### src/rtl/mem_read_arbiter_if.sv
// mem_read_arbiter_if
// Purpose : bundles the two client read ports, the bit8mem read port and the
//           busy flag of mem_read_arbiter into one interface.
// Modports:
//   master - the arbiter: takes client requests and memory data, drives
//            client responses, memory address/readE and busy.
//   slave  - the environment: clients and memory.
// Optional: MEMARB_STATS_EN adds the 16-bit grant counters gnt_cnt0/gnt_cnt1.
interface mem_read_arbiter_if #(
  parameter int ADDR_W = 27,
  parameter int DATA_W = 32
);
  logic              req0;
  logic [ADDR_W-1:0] addr0;
  logic [DATA_W-1:0] rdata0;
  logic              rvalid0;
  logic              req1;
  logic [ADDR_W-1:0] addr1;
  logic [DATA_W-1:0] rdata1;
  logic              rvalid1;
  logic [ADDR_W-1:0] mem_address;
  logic              mem_readE;
  logic [DATA_W-1:0] mem_data;
  logic              busy;
`ifdef MEMARB_STATS_EN
  logic [15:0]       gnt_cnt0;
  logic [15:0]       gnt_cnt1;
`endif

  modport master (
    input  req0, addr0, req1, addr1, mem_data,
    output rdata0, rvalid0, rdata1, rvalid1, mem_address, mem_readE, busy
`ifdef MEMARB_STATS_EN
    , output gnt_cnt0, gnt_cnt1
`endif
  );

  modport slave (
    output req0, addr0, req1, addr1, mem_data,
    input  rdata0, rvalid0, rdata1, rvalid1, mem_address, mem_readE, busy
`ifdef MEMARB_STATS_EN
    , input gnt_cnt0, gnt_cnt1
`endif
  );
endinterface

### src/rtl/mem_read_arbiter.sv
// mem_read_arbiter
// Purpose : two-client round-robin read arbiter/sequencer for the bit8mem
//           read port. Grants one client, holds address + readE for
//           MEM_LAT+1 cycles, samples memory data and returns it with a
//           one-cycle valid pulse.
// Ports   :
//   clk    - system clock, rising edge
//   reset  - asynchronous, active-high reset
//   io_bus - mem_read_arbiter_if.master (client req/addr/rdata/rvalid x2,
//            mem_address, mem_readE, mem_data, busy)
// Optional: `define MEMARB_STATS_EN to add saturating grant counters
//           gnt_cnt0/gnt_cnt1 on the interface.
//
// state   | meaning
// S_IDLE  | arbitrate; latch granted address
// S_ISSUE | readE high, load latency counter
// S_WAIT  | readE high, count down remaining latency
// S_RESP  | sample mem_data into granted client, pulse its rvalid
module mem_read_arbiter #(
  parameter int ADDR_W  = 27,
  parameter int DATA_W  = 32,
  parameter int MEM_LAT = 1
) (
  input  logic                clk,
  input  logic                reset,
  mem_read_arbiter_if.master  io_bus
);

  typedef enum logic [1:0] {
    S_IDLE  = 2'd0,
    S_ISSUE = 2'd1,
    S_WAIT  = 2'd2,
    S_RESP  = 2'd3
  } state_t;

  localparam logic [3:0] LP_LAT = 4'(MEM_LAT);

  state_t            r_state;
  state_t            w_next;
  logic [3:0]        r_cnt;
  logic              r_gnt_id;
  logic              r_last;
  logic [ADDR_W-1:0] r_addr;
  logic [DATA_W-1:0] r_rdata0;
  logic [DATA_W-1:0] r_rdata1;
  logic              r_rvalid0;
  logic              r_rvalid1;
  logic              w_grant;
  logic              w_gnt_id;
  logic              w_readE;

  always_ff @(posedge clk or posedge reset) begin
    if (reset) r_state <= S_IDLE;
    else       r_state <= w_next;
  end

  always_comb begin
    w_next   = r_state;
    w_grant  = 1'b0;
    w_gnt_id = 1'b0;
    w_readE  = 1'b0;
    case (r_state)
      S_IDLE: begin
        if (io_bus.req0 || io_bus.req1) begin
          w_grant = 1'b1;
          // On a tie the client that was not served last wins.
          if (io_bus.req0 && io_bus.req1) w_gnt_id = ~r_last;
          else                            w_gnt_id = io_bus.req1;
          w_next = S_ISSUE;
        end
      end
      S_ISSUE: begin
        w_readE = 1'b1;
        w_next  = (LP_LAT == 4'd0) ? S_RESP : S_WAIT;
      end
      S_WAIT: begin
        w_readE = 1'b1;
        if (r_cnt <= 4'd1) w_next = S_RESP;
      end
      S_RESP:  w_next = S_IDLE;
      default: w_next = S_IDLE;
    endcase
  end

  always_ff @(posedge clk or posedge reset) begin
    if (reset) begin
      r_cnt     <= 4'd0;
      r_gnt_id  <= 1'b0;
      r_last    <= 1'b1;
      r_addr    <= '0;
      r_rdata0  <= '0;
      r_rdata1  <= '0;
      r_rvalid0 <= 1'b0;
      r_rvalid1 <= 1'b0;
    end else begin
      r_rvalid0 <= 1'b0;
      r_rvalid1 <= 1'b0;
      if (w_grant) begin
        r_addr   <= w_gnt_id ? io_bus.addr1 : io_bus.addr0;
        r_gnt_id <= w_gnt_id;
        r_last   <= w_gnt_id;
      end
      if (r_state == S_ISSUE)     r_cnt <= LP_LAT;
      else if (r_state == S_WAIT) r_cnt <= r_cnt - 4'd1;
      if (r_state == S_RESP) begin
        if (r_gnt_id) begin
          r_rdata1  <= io_bus.mem_data;
          r_rvalid1 <= 1'b1;
        end else begin
          r_rdata0  <= io_bus.mem_data;
          r_rvalid0 <= 1'b1;
        end
      end
    end
  end

`ifdef MEMARB_STATS_EN
  logic [15:0] r_gnt_cnt0;
  logic [15:0] r_gnt_cnt1;

  always_ff @(posedge clk or posedge reset) begin
    if (reset) begin
      r_gnt_cnt0 <= 16'd0;
      r_gnt_cnt1 <= 16'd0;
    end else if (w_grant) begin
      if (w_gnt_id) begin
        if (r_gnt_cnt1 != 16'hFFFF) r_gnt_cnt1 <= r_gnt_cnt1 + 16'd1;
      end else begin
        if (r_gnt_cnt0 != 16'hFFFF) r_gnt_cnt0 <= r_gnt_cnt0 + 16'd1;
      end
    end
  end

  assign io_bus.gnt_cnt0 = r_gnt_cnt0;
  assign io_bus.gnt_cnt1 = r_gnt_cnt1;
`endif

  // mem_address simply holds the last granted address; readE alone gates the memory.
  assign io_bus.mem_address = r_addr;
  assign io_bus.mem_readE   = w_readE;
  assign io_bus.busy        = (r_state != S_IDLE);
  assign io_bus.rdata0      = r_rdata0;
  assign io_bus.rdata1      = r_rdata1;
  assign io_bus.rvalid0     = r_rvalid0;
  assign io_bus.rvalid1     = r_rvalid1;

endmodule

### src/flat_wrapper.sv
// flat-port wrapper written by rule: the top's interface ports become plain ports
module mem_read_arbiter_flat 
#(
  parameter int ADDR_W  = 27,
  parameter int DATA_W  = 32,
  parameter int MEM_LAT = 1
)
  (clk, reset, io_bus_req0, io_bus_addr0, io_bus_req1, io_bus_addr1, io_bus_mem_data, io_bus_rdata0, io_bus_rvalid0, io_bus_rdata1, io_bus_rvalid1, io_bus_mem_address, io_bus_mem_readE, io_bus_busy);
  mem_read_arbiter_if #(.ADDR_W(ADDR_W), .DATA_W(DATA_W)) io_bus_i ();
  input  logic clk;
  input  logic reset;
  input wire logic [$bits(io_bus_i.req0)-1:0] io_bus_req0;
  input wire logic [$bits(io_bus_i.addr0)-1:0] io_bus_addr0;
  input wire logic [$bits(io_bus_i.req1)-1:0] io_bus_req1;
  input wire logic [$bits(io_bus_i.addr1)-1:0] io_bus_addr1;
  input wire logic [$bits(io_bus_i.mem_data)-1:0] io_bus_mem_data;
  output wire logic [$bits(io_bus_i.rdata0)-1:0] io_bus_rdata0;
  output wire logic [$bits(io_bus_i.rvalid0)-1:0] io_bus_rvalid0;
  output wire logic [$bits(io_bus_i.rdata1)-1:0] io_bus_rdata1;
  output wire logic [$bits(io_bus_i.rvalid1)-1:0] io_bus_rvalid1;
  output wire logic [$bits(io_bus_i.mem_address)-1:0] io_bus_mem_address;
  output wire logic [$bits(io_bus_i.mem_readE)-1:0] io_bus_mem_readE;
  output wire logic [$bits(io_bus_i.busy)-1:0] io_bus_busy;
  assign io_bus_i.req0 = io_bus_req0;
  assign io_bus_i.addr0 = io_bus_addr0;
  assign io_bus_i.req1 = io_bus_req1;
  assign io_bus_i.addr1 = io_bus_addr1;
  assign io_bus_i.mem_data = io_bus_mem_data;
  assign io_bus_rdata0 = io_bus_i.rdata0;
  assign io_bus_rvalid0 = io_bus_i.rvalid0;
  assign io_bus_rdata1 = io_bus_i.rdata1;
  assign io_bus_rvalid1 = io_bus_i.rvalid1;
  assign io_bus_mem_address = io_bus_i.mem_address;
  assign io_bus_mem_readE = io_bus_i.mem_readE;
  assign io_bus_busy = io_bus_i.busy;
  mem_read_arbiter #(.ADDR_W(ADDR_W), .DATA_W(DATA_W), .MEM_LAT(MEM_LAT)) u_core (.clk(clk), .reset(reset), .io_bus(io_bus_i));
endmodule
### config.mk
export PLATFORM = sky130hd
export DESIGN_NAME = mem_read_arbiter_flat
export DESIGN_NICKNAME = d
export VERILOG_FILES = /design/src/rtl/mem_read_arbiter_if.sv /design/src/rtl/mem_read_arbiter.sv /design/src/flat_wrapper.sv
export SDC_FILE = /design/constraint.sdc
export NUM_CORES = 1
export LEC_CHECK = 0
export BUFFER_PORTS_ARGS = -buffer_cell sky130_fd_sc_hd__buf_2
export CELL_PAD_IN_SITES_DETAIL_PLACEMENT = 0
export CELL_PAD_IN_SITES_GLOBAL_PLACEMENT = 1
export CORE_ASPECT_RATIO = 0.6
export CORE_MARGIN = 2
export CORE_UTILIZATION = 35
export CTS_BUF_LIST = sky130_fd_sc_hd__clkbuf_8
export DETAILED_ROUTE_END_ITERATION = 10
export MAX_ROUTING_LAYER = met4
export PLACE_DENSITY = 0.8
export SLEW_MARGIN = 20
export SYNTH_ARGS = -nofsm -noshare
export SYNTH_HDL_FRONTEND = slang
export SYNTH_SLANG_ARGS = --single-unit
### constraint.sdc
create_clock -name clk -period 8.2 [get_ports clk]
set_input_delay 1.23 -clock clk [delete_from_list [all_inputs] [get_ports clk]]
set_output_delay 1.23 -clock clk [all_outputs]
set_load 0.03 [all_outputs]
==> results.json, run 1 <==
{
  "synth-compound-area-share": 0.0917,
  "ir_worst_vdd_mv": 0.155,
  "synthMuxAreaShare": 0.166,
  "wl_per_cell_um": 15.0,
  "die_x_um": 148,
  "antenna_found_initial": 0,
  "synth_cell_types": 29,
  "dp_cells": 670,
  "drc": 0,
  "vias": 3306,
  "synthSimpleGateAreaFrac": 0.0972,
  "synth_top_area_cell": "dfrtp_1",
  "clkSinkCount": 101,
  "portBuffers": 184,
  "dp_hpwl_um": 7630,
  "synth-adder-area-share": 0.0173,
  "skew_ns": 0.0147,
  "cts_root_buf": "clkbuf_8",
  "drive_above_1_share": 0.401,
  "cp-start-kind": "flip-flop",
  "grt_pass1_wl_um": 16600,
  "cts_buffers": 9,
  "yosysTopAreaCellShare": 0.577,
  "cap_viol_max_count": 0,
  "seq_area_frac_synth": 0.583,
  "cpMaxStageDelayCell": "ha_1",
  "gp_congestion": 0.823,
  "synth_edf_count": 0,
  "path_cells": "inv_1 > ha_1 > buf_2",
  "rows": 31,
  "area_growth_pct": 27.5,
  "clkLatencyLatePin_ns": 0.37,
  "detail_route.vias_per_cell": 4.82,
  "ant_nets": 0,
  "start_util": 0.360,
  "reg2regPathDepth": 5,
  "synth-xor-area-share": 0,
  "final.setup.tns_ns": 0,
  "instances_no_fill": 686,
  "relSlewSlack": 0.319,
  "crit_type": "reg2out",
  "hold_viol_final": 0,
  "worst_pin_slew_ns": 1.02,
  "synth_cells": 343,
  "crit_arrival_ns": 1.60,
  "grt_pass1_vias": 3228,
  "timing.final.ws_setup_ns": 5.37,
  "fmax_mhz": 353,
  "drv_slew": 0,
  "die_area_um2": 13300,
  "synth_area_um2": 4340,
  "die_y_um": 90.2,
  "cts-resized-gates": 0,
  "cts_max_level": 3,
  "post_cts_buffers": 0,
  "layout_min_cycle_time_ns": 2.83,
  "setup_violations": 0,
  "hp-start": "u_core.r_last",
  "core_um2": 12100,
  "ys_ff_latch": 101,
  "syn_avg_cell_area_um2": 12.7,
  "dr.pass1.iters": 4,
  "cpPeakStageDelay_ns": 0.45,
  "p_per_area_nw_per_um2": 450,
  "hp-class": "reg2reg",
  "clock_path_buffers": 2,
  "final_nets": 612,
  "synthTopCellsByArea": "dfrtp_1 (58%), mux2_1 (17%), or3b_1 (5.7%)",
  "design.portCount": 185,
  "holdPathEnd": "u_core.r_last",
  "grt_max_degree": 58,
  "reg2reg_to": "u_core.io_bus.mem_address[3]",
  "leakage_nw": 2.60,
  "hold_depth": 2,
  "postCtsHoldBufs": 0,
  "rsz0062_at_grt": "no",
  "critPathRequiredTime_ns": 6.97,
  "reg2reg_from": "u_core.r_state[0]",
  "synthFlopType": "dfrtp_1",
  "design_area_um2": 5530,
  "synth_top_family_by_area": "multiplexers",
  "place_ws_ns": 5.51,
  "yosysWarnings": 0,
  "power_mw": 2.49,
  "clk_pin_slew_worst_paths_ns": 0.11,
  "antenna_cells": 0,
  "ys_async_sr_fraction": 1.00,
  "cts_tree": "done",
  "syn_nets": 439,
  "status": "finished clean",
  "place_area_um2": 5340,
  "cp_max_fo": 9,
  "fin_crit_sh": 0.346,
  "wl_um": 10300,
  "synth_common_cells": "dfrtp_1 (100), mux2_1 (64), nor2_1 (30)",
  "fill_cells": 1151,
  "drt_iter0_markers": 139,
  "r2r_setup_slack_ns": 6.01,
  "end_kind": "output port",
  "yosysMostFrequentCell": "dfrtp_1",
  "gr-total-overflow": 0,
  "track_usage": 0.163
}
==> metrics by stage <==
stage | util | hold WS [ns]
2_1_floorplan | - | 0.467
3_3_place_gp | 0.443 | 0.462
3_5_place_dp | 0.443 | 0.470
4_1_cts | 0.459 | 0.494
5_1_grt | 0.459 | 0.517
6_report | 0.459 | 0.492
==> kinds of logic (layout without fill, tap and decap cells) <==
group / count (synthesis) / in the layout
buf+inv: 35 / 213
simple gates: 69 / 69
flops: 101 / 101
mux: 64 / 64
fa+ha+maj: 6 / 6
compound gates: 68 / 68
==> where the power goes <==
part | internal, mW | switching [mW] | leakage (nW)
registers | 0.754 | 0.137 | 1.17
clock network | 0.118 | 0.189 | 0.0993
logic | 0.417 | 0.876 | 1.33
==> state kept, by name, summed over array words and instances, names as in the netlist <==
signal and count:
u_core.io_bus.mem_address 27, u_core.io_bus.rdata0 32, u_core.io_bus.rdata1 32, u_core.io_bus.rvalid0 1, u_core.io_bus.rvalid1 1, u_core.r_cnt 4, u_core.r_gnt_id 1, u_core.r_last 1
u_core.r_state 2
==> layout make-up <==
| class | count | area, µm² | area share |
|---|---|---|---|
| sequential | 101 | 2530 | 0.457 |
| inverter | 10 | 40.0 | 0.00724 |
| clock inverter | 7 | 67.6 | 0.0122 |
| clock buffer | 9 | 124 | 0.0224 |
| tap | 165 | 206 | 0.0373 |
| multi-input combinational | 207 | 1620 | 0.293 |
| timing repair buffer | 187 | 943 | 0.171 |
==> worst max path at each step <==
stage                       from                             to  slack (ns)  depth (start not counted)
3_3_place_gp         io_bus_req1  u_core.io_bus.mem_address[10]        5.60                          4
3_5_place_dp         io_bus_req1   u_core.io_bus.mem_address[7]        5.51                          4
6_report       u_core.r_state[0]               io_bus_mem_readE        5.37                          3
5_1_grt        u_core.r_state[1]               io_bus_mem_readE        5.29                          3
4_1_cts        u_core.r_state[0]               io_bus_mem_readE        5.38                          3
2_1_floorplan              reset   u_core.io_bus.mem_address[0]        4.32                          1
==> critical path: cells and delay by family (launching register included) <==
| kind | cells | cell delay [ns] |
|---|---|---|
| flip-flops | 1 | 0.42 |
| adder cells (fa/ha/maj) | 1 | 0.45 |
| buffers and inverters | 2 | 0.36 |
==> layout by cell type, fill, tap and decap left out <==
master	instances
nand2_2	1
nand2_1	3
a31oi_1	27
buf_4	3
mux2_1	64
inv_8	1
inv_6	3
inv_1	8
and2_4	1
a21oi_1	2
clkinv_2	1
nor2b_4	1
buf_2	184
o22ai_1	4
inv_4	1
clkinv_4	1
clkinv_8	1
o21ai_1	24
dfstp_2	1
or3b_1	28
or2_0	1
o21ai_0	5
dfrtp_1	100
nor2b_1	2
ha_1	6
o211ai_1	1
o21a_1	2
a22o_1	1
inv_2	1
o311ai_0	1
nand3b_1	1
o31a_1	1
clkbuf_8	9
nor3_1	1
nor2_1	30
==> routing by layer <==
| metal | global-route usage | vias up | routed length (µm) |
|---|---|---|---|
| met4 | 0.0393 | 0 | 65 |
| met3 | 0.0538 | 9 | 933 |
| met5 | - | - | 0 |
| li1 | - | 1571 | - |
| met1 | 0.229 | 1591 | 4970 |
| met2 | 0.229 | 135 | 4350 |
Note: power is estimated with default switching activity, not from simulation.
==> inputs of run 2 (changes only) <==
==> constraint.sdc (replaced) <==
create_clock -name clk -period 2.7 [get_ports clk]
set_input_delay 0.405 -clock clk [delete_from_list [all_inputs] [get_ports clk]]
set_output_delay 0.405 -clock clk [all_outputs]
set_load 0.03 [all_outputs]
==> run 2 against run 1 <==
Combinational power increased to 3.1 times the previous value. Critical path depth up 2. Power rose to 3.1 times the previous value. Global-route usage is 0.60 points higher. Register-to-register slack worse by 5.4 ns. Sequential power grew to 3.0 times the previous value. Final cell count is 0.87% higher. Sequential share of layout area down 0.66 points. Flip-flop and latch count stayed put. Critical endpoint is now u_core.io_bus.mem_address[20]. Largest cell class unchanged. Largest power group unchanged.
==> results.json, run 2 (synthesis gave the netlist of run 1 again) <==
{
  "clock_path_buffers": 2,
  "relSlewSlack": 0.439,
  "cpPeakStageDelay_ns": 0.56,
  "cp_max_fo": 53,
  "final_common_cell": "buf_2",
  "rows": 31,
  "clkSinkCount": 101,
  "wl_per_cell_um": 15.1,
  "dr.pass1.iters": 4,
  "setup_violations": 0,
  "cts_buffers": 9,
  "skew_ns": 0.00646,
  "detail_route.vias_per_cell": 4.77,
  "area_growth_pct": 29.4,
  "critPathRequiredTime_ns": 2.98,
  "wl_um": 10500,
  "cts_root_buf": "clkbuf_8",
  "fin_crit_sh": 0.790,
  "antenna_cells": 0,
  "rsz0062_at_grt": "no",
  "cp-start-kind": "flip-flop",
  "fmax_mhz": 469,
  "grt_pass1_vias": 3435,
  "status": "finished clean",
  "clkLatencyLatePin_ns": 0.36,
  "final.setup.tns_ns": 0,
  "path_cells": "inv_1 > ha_1 > nand2_2 > or3b_1 > a31oi_1",
  "cts-resized-gates": 0,
  "drive_above_1_share": 0.408,
  "worst_pin_slew_ns": 0.839,
  "p_per_area_nw_per_um2": 1350,
  "gp_congestion": 0.761,
  "leakage_nw": 2.63,
  "final_cell_mix": "buf_2 (184), dfrtp_1 (100), mux2_1 (64)",
  "grt_pass1_wl_um": 17300,
  "track_usage": 0.169,
  "drt_iter0_markers": 129,
  "cpMaxStageDelayCell": "or3b_1",
  "antenna_found_initial": 0,
  "final_nets": 618,
  "drv_slew": 0,
  "start_util": 0.360,
  "die_area_um2": 13300,
  "layout_min_cycle_time_ns": 2.13,
  "fill_cells": 1146,
  "crit_type": "reg2reg",
  "dp_hpwl_um": 7910,
  "portBuffers": 184,
  "hold_viol_final": 0,
  "clk_pin_slew_worst_paths_ns": 0.10,
  "cts_max_level": 3,
  "grt_max_degree": 59,
  "end_kind": "flip-flop",
  "vias": 3300,
  "drc": 0,
  "ir_worst_vdd_mv": 0.420,
  "cap_viol_max_count": 0,
  "utilization": 0.465,
  "gr-total-overflow": 0,
  "die_x_um": 148,
  "die_y_um": 90.2,
  "cts_tree": "done",
  "ant_nets": 0,
  "hp-class": "in2reg",
  "design.portCount": 185,
  "core_um2": 12100,
  "crit_arrival_ns": 2.42
}
==> run 2: final timing paths <==
check                                          from  slack (ns)  cells after the start                            end
max                               u_core.r_state[1]        0.57                      5  u_core.io_bus.mem_address[20]
min                              io_bus_mem_data[9]        0.27                      2        u_core.io_bus.rdata1[9]
max reg2reg                       u_core.r_state[1]        0.57                      5  u_core.io_bus.mem_address[20]
min reg2reg                u_core.io_bus.rdata0[31]        0.49                      1       u_core.io_bus.rdata0[31]
max in group asynchronous                     reset        1.41                      4                  u_core.r_last
min in group asynchronous                     reset        0.56                      3   u_core.io_bus.mem_address[0]
==> run 2: layout make-up <==
class                   count  area [µm²]  share of cell area
flip-flops and latches    101        2530               0.450
multi-input cells         207        1620               0.289
repair buffers            193        1030               0.183
well taps                 165         206              0.0368
clock buffers              10         138              0.0245
clock inverters             6        47.5             0.00847
inverters                  10        41.3             0.00735
==> run 2: routing by layer <==
layer,global-route usage,vias to the layer above,part of all wire,routed length [µm]
met5,-,-,0,0
met3,0.0553,11,0.085,895
met1,0.217,1587,0.46,4800
li1,-,1570,-,-
met2,0.261,132,0.45,4660
met4,0.0449,0,0.011,116
==> run 2: worst max-delay path, delay by kind of cell, from the launching register on <==
| kind | cells | cell delay (ns) |
|---|---|---|
| and+or+nand+nor | 2 | 1.06 |
| DFF | 1 | 0.43 |
| adders and majority gates | 1 | 0.25 |
| AOI/OAI and AO/OA | 1 | 0.18 |
| buffers and inverters | 1 | 0.12 |
==> run 2: what timing repair did <==
item | in CTS | in global routing
hold endpoints to repair | 13 | 0
buffers inserted | 0 | 0
hold buffers | 1 | 0
==> run 2: metrics by stage <==
stage | hold slack, ns | setup slack (ns) | area [µm²] | instances | power, mW
3_3_place_gp | 0.403 | 0.704 | 5420 | 675 | 6.66
3_5_place_dp | 0.410 | 0.579 | 5420 | 675 | 6.80
2_1_floorplan | 0.467 | 1.09 | 4340 | 343 | 5.56
4_1_cts | 0.238 | 0.549 | 5610 | 692 | 7.71
5_1_grt | 0.242 | 0.405 | 5610 | 692 | 8.14
6_report | 0.267 | 0.566 | 5610 | 692 | 7.60
==> run 2: where the power goes <==
| group | switching (mW) | internal, mW | total (mW) | leakage [nW] |
|---|---|---|---|---|
| clock network | 0.529 | 0.367 | 0.896 | 0.0928 |
| logic | 2.68 | 1.33 | 4.00 | 1.36 |
| registers | 0.412 | 2.29 | 2.70 | 1.17 |
==> inputs of run 3 (changes only) <==
--- a/config.mk
+++ b/config.mk
@@ -5,6 +5,7 @@
 export SDC_FILE = /design/constraint.sdc
 export NUM_CORES = 1
 export LEC_CHECK = 0
+export ABC_AREA = 1
 export BUFFER_PORTS_ARGS = -buffer_cell sky130_fd_sc_hd__buf_2
 export CELL_PAD_IN_SITES_DETAIL_PLACEMENT = 0
 export CELL_PAD_IN_SITES_GLOBAL_PLACEMENT = 1
@@ -14,7 +15,7 @@
 export CTS_BUF_LIST = sky130_fd_sc_hd__clkbuf_8
 export DETAILED_ROUTE_END_ITERATION = 10
 export MAX_ROUTING_LAYER = met4
-export PLACE_DENSITY = 0.8
+export PLACE_DENSITY = 0.84
 export SLEW_MARGIN = 20
 export SYNTH_ARGS = -nofsm -noshare
 export SYNTH_HDL_FRONTEND = slang
==> constraint.sdc (replaced) <==
create_clock -name clk -period 2.2 [get_ports clk]
set_input_delay 0.33 -clock clk [delete_from_list [all_inputs] [get_ports clk]]
set_output_delay 0.33 -clock clk [all_outputs]
set_load 0.03 [all_outputs]
==> run 3 against run 2 <==
Largest cell class unchanged. Non-clock buffer count is 2 lower. Register-to-register slack worse by 0.02 ns. Final cell count is 23% higher. Synthesized cell count is 48% higher. Largest power group unchanged. Sequential share of layout area is 0.38 points lower. Sequential power is 23% higher. Flip-flop and latch count stayed put. Power is 22% higher. Clock power is 23% higher. Core utilization is 0.054 points lower.
==> results.json, run 3 <==
{
  "setup_violations": 0,
  "yosysMostFrequentCell": "nand2_1",
  "synth_top_area_cell": "dfrtp_1",
  "crit_type": "reg2out",
  "end_kind": "output port",
  "place_area_um2": 5480,
  "fin_crit_sh": 0.829,
  "clk_pin_slew_worst_paths_ns": 0.10,
  "ys_ff_latch": 101,
  "syn_nets": 604,
  "synth_cell_types": 20,
  "cpPeakStageDelay_ns": 0.41,
  "seq_area_um2": 2530,
  "seq_area_frac_synth": 0.574,
  "cts_tree": "done",
  "drt_iter0_markers": 203,
  "grt_pass1_wl_um": 18200,
  "ir_worst_vdd_mv": 0.882,
  "cts_max_level": 3,
  "die_x_um": 149,
  "hp-class": "in2async",
  "ant_nets": 0,
  "antenna_cells": 0,
  "grt_pass1_vias": 3641,
  "clkSinkCount": 101,
  "cts_buffers": 9,
  "die_area_um2": 13500,
  "fill_cells": 1201,
  "vias": 3895,
  "synth_cells": 508,
  "drv_slew": 0,
  "dr.pass1.iters": 4,
  "gr-total-overflow": 0,
  "design.portCount": 185,
  "drive_above_1_share": 0.313,
  "synthFlopType": "dfrtp_1",
  "reg2reg_to": "u_core.io_bus.mem_address[2]",
  "track_usage": 0.175,
  "leakage_nw": 3.29,
  "r2r_setup_slack_ns": 0.55,
  "postCtsHoldBufs": 0,
  "ys_async_sr_fraction": 1.00,
  "final.setup.tns_ns": 0,
  "dp_cells": 838,
  "detail_route.vias_per_cell": 4.56,
  "fmax_mhz": 548,
  "synth_edf_count": 0,
  "cts-resized-gates": 0,
  "cpMaxStageDelayCell": "ha_1",
  "dp_hpwl_um": 8080,
  "reg2regPathDepth": 8,
  "p_per_area_nw_per_um2": 1640,
  "hold_viol_final": 0,
  "reg2reg_from": "u_core.r_state[0]",
  "rows": 31,
  "relSlewSlack": 0.630,
  "area_growth_pct": 28.6,
  "start_util": 0.361,
  "crit_start": "u_core.r_state[0]",
  "final_common_cell": "buf_2",
  "path_cells": "inv_1 > ha_1 > buf_2",
  "final_cell_mix": "buf_2 (184), nand2_1 (161), dfrtp_1 (100)",
  "critPathRequiredTime_ns": 1.87,
  "instances_no_fill": 854,
  "final_nets": 780,
  "worst_pin_slew_ns": 0.553,
  "antenna_found_initial": 0,
  "cap_viol_max_count": 0,
  "wl_um": 11300,
  "post_cts_buffers": 0,
  "gp_congestion": 0.793,
  "cts_root_buf": "clkbuf_8",
  "layout_min_cycle_time_ns": 1.82,
  "clock_path_buffers": 2,
  "crit_arrival_ns": 1.49,
  "cp_max_fo": 7,
  "die_y_um": 90.9,
  "yosysWarnings": 0,
  "status": "finished clean",
  "synth_area_um2": 4400,
  "synthTopCellsByArea": "dfrtp_1 (57%), nand2_1 (14%), o21ai_0 (7.5%)",
  "cp-start-kind": "flip-flop",
  "yosysTopAreaCellShare": 0.569,
  "drc": 0,
  "grt_max_degree": 102,
  "synth_common_cells": "nand2_1 (163), dfrtp_1 (100), inv_1 (73)",
  "multiInputGateArea_um2": 1450,
  "portBuffers": 184,
  "fin_hold_ws_ns": 0.104,
  "rsz0062_at_grt": "no",
  "wl_per_cell_um": 13.3,
  "clkLatencyLatePin_ns": 0.35,
  "syn_avg_cell_area_um2": 8.66,
  "design_area_um2": 5660,
  "core_um2": 12200,
  "skew_ns": 0.00585
}
## run 3: cell types whose count changed after synthesis, moves of 24 or more
cell      change
o21ai_0      +61
nor2_1       -25
nand3b_1     +26
or3b_1       -28
a31oi_1      -27
nand3_1      +32
mux2_1       -64
inv_1        +64
nand2_1     +160
o21ai_1      -24
## run 3: metal layers
metal | track usage | routed length, µm | up-vias
li1 | - | - | 1922
met1 | 0.247 | 5290 | 1824
met2 | 0.252 | 5110 | 141
met3 | 0.0470 | 819 | 8
met4 | 0.0397 | 97 | 0
met5 | - | 0 | -
## run 3: cell families after synthesis
group                    share of synthesized area
AND/OR/NAND/NOR                              0.230
buffers and inverters                       0.0978
flip-flops                                   0.574
AO/OA/AOI/OAI                               0.0807
adder cells (fa/ha/maj)                     0.0171
## run 3: critical path, delay by kind of cell, from the launching register on
family	cells	cell delay, ns
DFF	1	0.40
adders and majority gates	1	0.41
buffers and inverters	2	0.33
## run 3: worst max path at each step
| stage | end | slack (ns) | cells after the start |
|---|---|---|---|
| 2_1_floorplan | u_core.r_cnt[0] | 0.62 | 6 |
| 3_3_place_gp | u_core.io_bus.mem_address[9] | 0.61 | 7 |
| 3_5_place_dp | u_core.io_bus.mem_address[23] | 0.55 | 7 |
| 4_1_cts | io_bus_mem_readE | 0.34 | 3 |
| 5_1_grt | io_bus_mem_readE | 0.25 | 3 |
| 6_report | io_bus_mem_readE | 0.38 | 3 |
## run 3: cell type report
type	instances	area share
Tap cell	165	0.0365
Sequential cell	101	0.447
Clock buffer	9	0.0219
Clock inverter	7	0.0102
Timing Repair Buffer	191	0.179
Inverter	75	0.0506
Multi-Input combinational cell	306	0.256
## run 3: per-stage QoR
step,power (mW),setup WS [ns],util
floorplan,6.74,0.622,-
global placement,8.13,0.611,0.450
detailed placement,8.27,0.549,0.450
CTS,9.41,0.344,0.465
global route,10.0,0.254,0.465
finish,9.28,0.375,0.465
## run 3: report_power, final
group          switching (mW)  internal, mW
logic                    3.47          1.40
clock network           0.672         0.428
registers               0.511          2.79
total                    4.66          4.62
